===== config.mk =====
export PLATFORM = sky130hd
export DESIGN_NAME = soglia_load_ctrl
export DESIGN_NICKNAME = d
export VERILOG_FILES = /design/src/rtl/soglia_load_ctrl.sv
export SDC_FILE = /design/constraint.sdc
export NUM_CORES = 1
export LEC_CHECK = 0
export BUFFER_PORTS_ARGS = -buffer_cell sky130_fd_sc_hd__buf_2
export CAP_MARGIN = 20
export CORE_ASPECT_RATIO = 1.4
export CORE_MARGIN = 10
export CORE_UTILIZATION = 35
export CTS_BUF_LIST = sky130_fd_sc_hd__clkbuf_4 sky130_fd_sc_hd__clkbuf_8 sky130_fd_sc_hd__clkbuf_16
export CTS_CLUSTER_DIAMETER = 120
export DETAILED_ROUTE_END_ITERATION = 12
export PLACE_DENSITY = 0.59
export SLEW_MARGIN = 30
export SYNTH_ARGS = -nofsm -noshare
export SYNTH_HDL_FRONTEND = slang
export SYNTH_SLANG_ARGS = --single-unit

===== constraint.sdc =====
create_clock -name clk -period 1.45 [get_ports clk]
set_input_delay 0.145 -clock clk [delete_from_list [all_inputs] [get_ports clk]]
set_output_delay 0.145 -clock clk [all_outputs]
set_load 0.005 [all_outputs]

===== src/rtl/soglia_load_ctrl.sv =====
// soglia_load_ctrl: serialises a W-bit signed threshold MSB first into the
// ser_par threshold register, then compares the register's parallel readback
// against the captured value and reports done / err.
module soglia_load_ctrl #(
  parameter int W   = 12,
  parameter int GAP = 0
) (
  input  logic         clk,
  input  logic         rst,
  input  logic         req_valid,
  output logic         req_ready,
  input  logic [W-1:0] req_soglia,
  output logic         sp_enable,
  output logic         sp_din,
  input  logic [W-1:0] sp_soglia,
  output logic         busy,
  output logic         done,
  output logic         err
);

  localparam int BW = (W > 1) ? $clog2(W) : 1;
  localparam logic [BW-1:0] BIT_LAST = BW'(W - 1);
  localparam logic [3:0]    GAP_LAST = (GAP > 0) ? 4'(GAP - 1) : 4'd0;

  typedef enum logic [1:0] {
    S_IDLE  = 2'd0,
    S_SHIFT = 2'd1,
    S_GAP   = 2'd2,
    S_CHECK = 2'd3
  } state_t;

  state_t          state_q, state_d;
  logic [W-1:0]    cfg_q, cfg_d;
  logic [W-1:0]    shreg_q, shreg_d;
  logic [BW-1:0]   bitcnt_q, bitcnt_d;
  logic [3:0]      gapcnt_q, gapcnt_d;
  logic            err_q, err_d;

  // Next-state and datapath update for the load sequencer.
  always_comb begin
    state_d  = state_q;
    cfg_d    = cfg_q;
    shreg_d  = shreg_q;
    bitcnt_d = bitcnt_q;
    gapcnt_d = gapcnt_q;
    err_d    = err_q;
    case (state_q)
      S_IDLE: begin
        if (req_valid) begin
          cfg_d    = req_soglia;
          shreg_d  = req_soglia;
          bitcnt_d = BIT_LAST;
          gapcnt_d = 4'd0;
          err_d    = 1'b0;
          state_d  = S_SHIFT;
        end else begin
          state_d  = S_IDLE;
        end
      end
      S_SHIFT: begin
        // The bit on sp_din this cycle is consumed by ser_par at this edge.
        shreg_d = {shreg_q[W-2:0], 1'b0};
        if (bitcnt_q == '0) begin
          state_d = S_CHECK;
        end else begin
          bitcnt_d = bitcnt_q - BW'(1);
          if (GAP > 0) begin
            gapcnt_d = 4'd0;
            state_d  = S_GAP;
          end else begin
            state_d  = S_SHIFT;
          end
        end
      end
      S_GAP: begin
        if (gapcnt_q == GAP_LAST) begin
          gapcnt_d = 4'd0;
          state_d  = S_SHIFT;
        end else begin
          gapcnt_d = gapcnt_q + 4'd1;
          state_d  = S_GAP;
        end
      end
      S_CHECK: begin
        // Raw-bit equality: sign interpretation is irrelevant here.
        if (sp_soglia != cfg_q) begin
          err_d = 1'b1;
        end else begin
          err_d = err_q;
        end
        state_d = S_IDLE;
      end
      default: begin
        state_d = S_IDLE;
      end
    endcase
  end

  // State and datapath registers; asynchronous reset abandons any load.
  always_ff @(posedge clk or posedge rst) begin
    if (rst) begin
      state_q  <= S_IDLE;
      cfg_q    <= '0;
      shreg_q  <= '0;
      bitcnt_q <= '0;
      gapcnt_q <= 4'd0;
      err_q    <= 1'b0;
    end else begin
      state_q  <= state_d;
      cfg_q    <= cfg_d;
      shreg_q  <= shreg_d;
      bitcnt_q <= bitcnt_d;
      gapcnt_q <= gapcnt_d;
      err_q    <= err_d;
    end
  end

  // Outputs are decoded purely from flops so no input reaches them combinationally.
  assign req_ready = (state_q == S_IDLE);
  assign busy      = (state_q != S_IDLE);
  assign sp_enable = (state_q == S_SHIFT);
  assign sp_din    = (state_q == S_SHIFT) & shreg_q[W-1];
  assign done      = (state_q == S_CHECK);
  assign err       = err_q;

endmodule


==> impl_metrics.ini, run 1 <==
[run_status]
status = finished clean

[die]
initial_utilization_pct = 36.54
io_pins = 33
rows = 30
core_area_um2 = 4880
die_w_um = 80.32
die_area_um2 = 8389
die_y_um = 104.5

[timing]
post-route-period-util_pct = 96.47
tightest_slew_ns = 0.4429
finClkSkew_ns = 0.003859
whs_ns = 0.07248
fmax_ghz = 0.7149
slew_violations = 0
setup_ws_ns = 0.05124
slew-limit-headroom_pct = 70.47
fin_crit_ns = 1.399
setup_violations = 0
hold_violations = 0
rsz0062_at_grt = true

[setup_path]
required_ns = 1.31
r2r_slack_ns = 0.07
setup.worst_path.start = state_q[1]
crit_type = flop to output port
timing.critical_path.slowest_stage_cell = dfrtp_2
max_stage_delay_ns = 0.44
worstPathCellList = and2b_4 -> and2_1 -> buf_2
rr_worst_depth = 6
critPathLaunchType = flop
worstPathMaxFanout = 7
cp.arrival_ns = 1.25
reg2reg_from = bitcnt_q[0]
timing.rr.end = bitcnt_q[0]
end_kind = output port
endpoint = sp_din

[cells_and_area]
stdcell_count = 305
num-nets-final = 271
final_common_cell = nand2_1
diodes = 0
drive_above_1_share_pct = 24.90
mostFrequentLayoutCells = nand2_1 (50), dfrtp_1 (33), buf_2 (32)
areaGrowthSynthToFinish_pct = 22.81
stdcell_area_um2 = 2190

[global_route]
antenna_found_initial = 0
grt.overflow.total = 0
grt_pass1_wl_um = 6748
grt_use_total_pct = 9.962
grt_pass1_vias = 1522
grt_max_degree = 36

[synthesis]
synth_seq_area_share_pct = 49.12
yosys_warnings = 0
synth-edff-count = 0
ys_ff_latch = 35
syn_inst = 197
synthArstFlopShare_pct = 100.0
syn_nets = 228
avgSynthCellArea_um2 = 9.051
synth_cell_types = 34
synth_area_um2 = 1783
synthFlopType = dfrtp_1

[clock_network]
cts_buffer_depth = 2
cts_tree = done
numCtsBuffers = 5
cts.htree.levels = 2
cts.sinks = 35
clock_latency_ns = 0.28
root_buffer = clkbuf_8
cts.reportedPaths.clkPinSlew_ns = 0.07

[detailed_routing]
antenna_left = 0
viasPerCell = 4.679
wire_per_inst_um = 13.17
wl_um = 4017
num_vias = 1427
dr.pass1.iters = 4
drt-initial-drc-count = 57
post-route-drc-count = 0

[placed_design]
port_buffers = 32
placed_area_um2 = 2062
place.gp.congestion = 0.7893
place_ws_ns = -0.01384
dp.cells = 294
dp_hpwl_um = 3095

[power_and_ir_drop]
power.leakage_nw = 1.091
pwr_density_cell_nw_per_um2 = 1768
total_power_w = 0.003871
ir_drop_mv = 0.7049

[run]
drv_cap = 0

[hold_path]
hp-class = primary input to flop
==> registers in the layout, summed over array words and instances, names as in the netlist <==
name / flops
shreg_q: 12
bitcnt_q: 4
cfg_q: 12
gapcnt_q: 4
err: 1
state_q: 2
==> logic make-up after synthesis <==
group                      Yosys count  synth area share, %
AOI/OAI and AO/OA                   46                15.51
buffers and inverters               17                4.421
adders and majority gates            4                2.807
xor gates and xnor gates            12                5.895
DFF                                 35                49.12
muxes                                1               0.5614
and+or+nand+nor                     82                21.69
==> per-stage QoR <==
step	TNS (ns)	utilization (%)
2_1_floorplan	0	-
3_3_place_gp	0	42.26
3_5_place_dp	-0.01384	42.26
4_1_cts	0	44.44
5_1_grt	-0.02513	44.87
6_report	0	44.87
==> worst min-delay path by stage <==
stage               slack [ns]  cells past startpoint        end      startpoint
floorplan                 0.25                      2  cfg_q[10]  req_soglia[10]
global placement          0.27                      3   cfg_q[0]             rst
detailed placement        0.27                      3   cfg_q[8]             rst
CTS                       0.07                      3  cfg_q[11]  req_soglia[11]
global route              0.09                      3   cfg_q[5]   req_soglia[5]
finish                    0.07                      3  cfg_q[11]  req_soglia[11]
==> cell usage after synthesis, types with 2 or more instances <==
cell      count  area [um2]
nand2_1      50       187.7
dfrtp_1      35       875.8
o21ai_0      16       80.08
a21oi_1      13       65.06
xor2_1       12       105.1
nor2b_1      10       62.56
a22oi_1       8       60.06
inv_1         8       30.03
buf_2         6       30.03
ha_1          4       50.05
and2_1        3       18.77
and3b_1       3       26.28
nor2_1        3       11.26
nor4_1        3       18.77
clkbuf_1      2       7.510
nand3_1       2       10.01
nor3_1        2       10.01
==> critical path, delay by kind of cell (launching register included) <==
kind | cells | cell delay, ns
flops | 1 | 0.44
simple gates | 2 | 0.42
buf+inv | 1 | 0.10
==> final cells by class <==
class | instances | area [um2]
Clock inverter | 1 | 5.005
Clock buffer | 7 | 83.83
Sequential cell | 35 | 878.3
Timing Repair Buffer | 45 | 276.5
Inverter | 8 | 30.03
Tap cell | 64 | 80.08
Multi-Input combinational cell | 145 | 835.8
Fill cell | 494 | 2690
==> metal layers <==
layer / global-route usage (%) / vias up / part of all wire (%)
li1: - / 749 / -
met1: 10.32 / 652 / 41
met2: 17.47 / 20 / 52
met3: 3.287 / 6 / 4.9
met4: 4.167 / 0 / 1.7
met5: 0 / - / 0
==> where the power goes <==
part | switching [W] | total [W] | internal [W]
clock | 0.000327 | 0.000701 | 0.000374
sequential | 0.000297 | 0.00167 | 0.00137
combinational | 0.000764 | 0.00151 | 0.000742
==> repair_timing <==
action,in CTS,in global routing
hold endpoints to repair,35,0
hold buffers,1,0
setup buffers,0,2
resized for setup,3,4
pin swaps,1,2
setup endpoints to repair,3,3
Note: power is estimated with default switching activity, not from simulation.
==> inputs of run 2 (changes only) <==
--- a/config.mk
+++ b/config.mk
@@ -6,5 +6,5 @@
 export NUM_CORES = 1
 export LEC_CHECK = 0
-export BUFFER_PORTS_ARGS = -buffer_cell sky130_fd_sc_hd__buf_2
+export BUFFER_PORTS_ARGS = -buffer_cell sky130_fd_sc_hd__clkbuf_2
 export CAP_MARGIN = 20
 export CORE_ASPECT_RATIO = 1.4
@@ -14,5 +14,5 @@
 export CTS_CLUSTER_DIAMETER = 120
 export DETAILED_ROUTE_END_ITERATION = 12
-export PLACE_DENSITY = 0.59
+export PLACE_DENSITY = 0.56
 export SLEW_MARGIN = 30
 export SYNTH_ARGS = -nofsm -noshare
==> constraint.sdc (replaced) <==
create_clock -name clk -period 1.7 [get_ports clk]
set_input_delay 0.085 -clock clk [delete_from_list [all_inputs] [get_ports clk]]
set_output_delay 0.085 -clock clk [all_outputs]
set_load 0.005 [all_outputs]
==> run 2 against run 1 <==
Effect of this change: non-clock buffer count is 5 lower; count of clock-buffer cells in the layout is 1 lower; highest routed layer unchanged; setup slack better by 0.069 ns; sequential share of layout area is 0.42 points higher; global-route usage is 0.69 points higher; design area is 1.3% lower; critical path depth stayed put; worst hold slack worse by 0.064 ns; critical path type unchanged; clock skew is 0.0023 ns higher; first-iteration DRC count is 39% higher; via count is 1.5% higher.
==> impl_metrics.ini, run 2 (synthesis results as in run 1) <==
[power_and_ir_drop]
power.leakage_nw = 1.081
pwr_density_cell_nw_per_um2 = 1558
ir_drop_mv = 0.9501

[clock_network]
cts.reportedPaths.clkPinSlew_ns = 0.08
cts_buffer_depth = 2
root_buffer = clkbuf_8
clock_latency_ns = 0.28
cts.sinks = 35
cts.htree.levels = 2
numCtsBuffers = 5
post_cts_buffers = 0
cts_tree = done

[hold_path]
hp-class = primary input to flop
hold_depth = 3
holdPathEnd = cfg_q[11]
min_from = req_soglia[11]

[setup_path]
critPathLaunchType = flop
worstPathMaxFanout = 13
reg2reg_from = state_q[1]
r2r_slack_ns = 0.24
required_ns = 1.62
timing.rr.end = shreg_q[4]
rr_worst_depth = 3
end_kind = output port
cp.arrival_ns = 1.49
crit_type = flop to output port

[placed_design]
port_buffers = 32
dp.cells = 291
dp_hpwl_um = 3143
place.gp.congestion = 0.7935

[timing]
slew-limit-headroom_pct = 59.74
finClkSkew_ns = 0.006177
post-route-period-util_pct = 92.94
fmax_ghz = 0.6329
setup-tns-final_ns = 0
rsz0062_at_grt = false
setup_violations = 0
hold_violations = 0
tightest_slew_ns = 0.6027
slew_violations = 0
fin_crit_ns = 1.580

[die]
die_y_um = 104.5
core_area_um2 = 4880
io_pins = 33
initial_utilization_pct = 36.54
die_area_um2 = 8389
rows = 30
die_w_um = 80.32

[run_status]
status = finished clean

[cells_and_area]
diodes = 0
drive_above_1_share_pct = 22.03
final_common_cell = nand2_1
areaGrowthSynthToFinish_pct = 21.19
largest_registers = cfg_q (12), shreg_q (12)
mostFrequentLayoutCells = nand2_1 (50), dfrtp_1 (35), clkbuf_2 (32)
stdcell_count = 300
num-nets-final = 266

[global_route]
grt_pass1_vias = 1551
antenna_found_initial = 0
grt_max_degree = 36
grt_pass1_wl_um = 7203
grt_use_total_pct = 10.65
grt.overflow.total = 0

[detailed_routing]
wire_per_inst_um = 13.76
drt-initial-drc-count = 79
wl_um = 4129
viasPerCell = 4.827
antenna_left = 0
num_vias = 1448
dr.pass1.iters = 4
post-route-drc-count = 0

[run]
drv_cap = 0
[run 2: cell count changes in the layout (fill, tap and decap cells not counted), sizes merged]
cell / delta
clkbuf: +31
buf: -37
bufinv: +1
[run 2: layout make-up]
type | count | area (um2)
timing repair buffer | 40 | 222.7
inverter | 8 | 30.03
tap | 64 | 80.08
multi-input combinational | 145 | 834.6
clock buffer | 6 | 82.58
fill | 486 | 2719
sequential | 35 | 875.8
clock inverter | 2 | 35.03
[run 2: how the worst max path moves through the flow]
stage                      from     endpoint  slack (ns)  cells after the start
detailed placement  bitcnt_q[0]  bitcnt_q[3]        0.13                      6
global route         state_q[1]       sp_din        0.03                      3
global placement    bitcnt_q[0]  bitcnt_q[3]        0.18                      6
CTS                  state_q[1]       sp_din        0.10                      3
floorplan           bitcnt_q[0]  bitcnt_q[3]        0.26                      6
finish               state_q[1]       sp_din        0.12                      3
[run 2: worst max-delay path: stages (launching register included)]
cell and delay, ns:
dfrtp_1 0.56, and2b_2 0.36, and2_1 0.18, clkbuf_2 0.10
[run 2: timing repair]
item                       CTS  global route
gates resized for setup      1             1
setup endpoints to repair    1             1
hold buffers                 1             0
hold endpoints to repair    35             0
[run 2: stage by stage]
| stage | utilization (%) | total power, W | setup slack (ns) | area, um2 | hold WS, ns |
|---|---|---|---|---|---|
| final | 44.28 | 0.003366 | 0.1200 | 2161 | 0.008755 |
| after global routing | 44.28 | 0.003675 | 0.02797 | 2161 | 0.02464 |
| after CTS | 44.18 | 0.003411 | 0.1004 | 2156 | 0.003296 |
| after detailed placement | 41.54 | 0.002623 | 0.1295 | 2027 | 0.2014 |
| after global placement | 41.54 | 0.002591 | 0.1840 | 2027 | 0.1994 |
| after floorplan | - | 0.002250 | 0.2649 | 1783 | 0.1904 |
[run 2: layer usage]
layer,wire (um),GRT usage [%]
met5,0,0
met4,81,5.177
met3,231,3.114
met2,2099,16.72
met1,1715,12.71
[run 2: where the power goes]
| part | switching, W | internal [W] | total, W |
|---|---|---|---|
| clock network | 0.000302 | 0.000475 | 0.000776 |
| registers | 0.000276 | 0.00116 | 0.00144 |
| logic | 0.000619 | 0.000531 | 0.00115 |
| total | 0.00120 | 0.00217 | 0.00337 |
==> inputs of run 3 (changes only) <==
RECOVER_POWER = 100   (was unset)
==> run 3 against run 2 <==
Effect of this change: combinational power about the same; cell count unchanged; critical path depth unchanged; via count increased by 0.48%; critical path type unchanged.
==> impl_metrics.ini, run 3 (synthesis results as in run 1) <==
[global_route]
grt_max_degree = 36
grt_use_total_pct = 10.65
grt.overflow.total = 0
antenna_found_initial = 0
grt_pass1_vias = 1551
grt_pass1_wl_um = 7203

[placed_design]
place_ws_ns = 0.1295
port_buffers = 32
dp.cells = 291
dp_hpwl_um = 3143
place.gp.congestion = 0.7935

[setup_path]
r2r_slack_ns = 0.20
end_kind = output port
crit_type = flop to output port
worstPathMaxFanout = 13
cp.arrival_ns = 1.49
required_ns = 1.62
worstPathCellList = and2b_2 -> and2_1 -> clkbuf_2
timing.critical_path.slowest_stage_cell = dfrtp_1
max_stage_delay_ns = 0.56
critPathLaunchType = flop

[die]
die_y_um = 104.5
io_pins = 33
core_area_um2 = 4880
die_area_um2 = 8389
initial_utilization_pct = 36.54
die_w_um = 80.32
rows = 30

[detailed_routing]
drt-initial-drc-count = 84
dr.pass1.iters = 4
num_vias = 1455
post-route-drc-count = 0
viasPerCell = 4.850
antenna_left = 0
wire_per_inst_um = 13.82
wl_um = 4145

[cells_and_area]
stdcell_count = 300
mostFrequentLayoutCells = nand2_1 (50), dfrtp_1 (35), clkbuf_2 (33)
areaGrowthSynthToFinish_pct = 20.07
fin_util_pct = 43.87
diodes = 0
drive_above_1_share_pct = 19.92
largest_registers = cfg_q (12), shreg_q (12)
num-fill-cells = 490
final_common_cell = nand2_1
multi_input_area_um2 = 828.3
num-nets-final = 266
layout.area.seq_um2 = 875.8

[timing]
rsz0062_at_grt = false
tightest_slew_ns = 0.8842
setup_violations = 0
hold_violations = 0
slew-limit-headroom_pct = 41.05
slew_violations = 0
setup_ws_ns = 0.1249
fin_crit_ns = 1.575
post-route-period-util_pct = 92.66
finClkSkew_ns = 0.005728
fmax_ghz = 0.6349
setup-tns-final_ns = 0

[clock_network]
cts.reportedPaths.clkPinSlew_ns = 0.08
root_buffer = clkbuf_8
cts.htree.levels = 2
cts.sinks = 35
numCtsBuffers = 5
post_cts_buffers = 0
cts_tree = done
cts_buffer_depth = 2
clock_latency_ns = 0.28

[run]
drv_cap = 0

[power_and_ir_drop]
power.leakage_nw = 1.065
pwr_density_cell_nw_per_um2 = 1559
ir_drop_mv = 0.9508

[run_status]
status = finished clean

[hold_path]
hp-class = primary input to flop
run 3: changes by cell type in the layout (fill, tap and decap cells not counted):
cell,delta
buf_4,-4
clkbuf_1,+3
clkbuf_2,+1
nor2_1,+1
nor2_2,-1
o21ai_0,+1
o21ai_1,-1
o21bai_1,+1
o21bai_2,-1
run 3: per-stage QoR:
| stage | hold WS [ns] | power, W | cell area, um2 |
|---|---|---|---|
| 2_1_floorplan | 0.1904 | 0.002250 | 1783 |
| 3_3_place_gp | 0.1994 | 0.002591 | 2027 |
| 3_5_place_dp | 0.2014 | 0.002623 | 2027 |
| 4_1_cts | 0.003296 | 0.003411 | 2156 |
| 5_1_grt | 0.02464 | 0.003644 | 2141 |
| 6_report | 0.006454 | 0.003336 | 2141 |
run 3: path summary, 6_finish.rpt:
| check | end | cells past startpoint | startpoint |
|---|---|---|---|
| worst max-delay path | sp_din | 3 | state_q[1] |
| worst min-delay path | cfg_q[11] | 3 | req_soglia[11] |
| worst max register to register | bitcnt_q[3] | 5 | state_q[1] |
| worst min register to register | shreg_q[0] | 2 | shreg_q[0] |
| max in group asynchronous | shreg_q[3] | 4 | rst |
| min in group asynchronous | cfg_q[9] | 4 | rst |
run 3: layer usage:
metal / up-vias / share of wire, % / track usage, %
met3: 8 / 5.5 / 3.114
li1: 737 / - / -
met5: - / 0 / 0
met2: 24 / 51 / 16.72
met1: 686 / 42 / 12.71
met4: 0 / 1.8 / 5.177
run 3: worst max-delay path, delay by kind of cell, from the launching register on:
kind	cells	cell delay [ns]
simple gates	2	0.54
buf+inv	1	0.10
flops	1	0.56
run 3: where the power goes:
group | switching (W) | internal, W | total, W
combinational | 0.000618 | 0.000505 | 0.00112
clock | 0.000305 | 0.000475 | 0.000780
sequential | 0.000270 | 0.00116 | 0.00143
total | 0.00119 | 0.00214 | 0.00334
run 3: repair_timing:
item                       in CTS  in global routing
setup endpoints to repair       1                  1
hold endpoints to repair       35                  0
hold buffers                    1                  0
resized for setup               1                  1
run 3: final cells by class:
class	instances	area share, %
Sequential cell	35	40.91
Multi-Input combinational cell	145	38.69
Timing Repair Buffer	40	9.760
Clock buffer	6	3.857
Tap cell	64	3.741
Clock inverter	2	1.636
Inverter	8	1.403
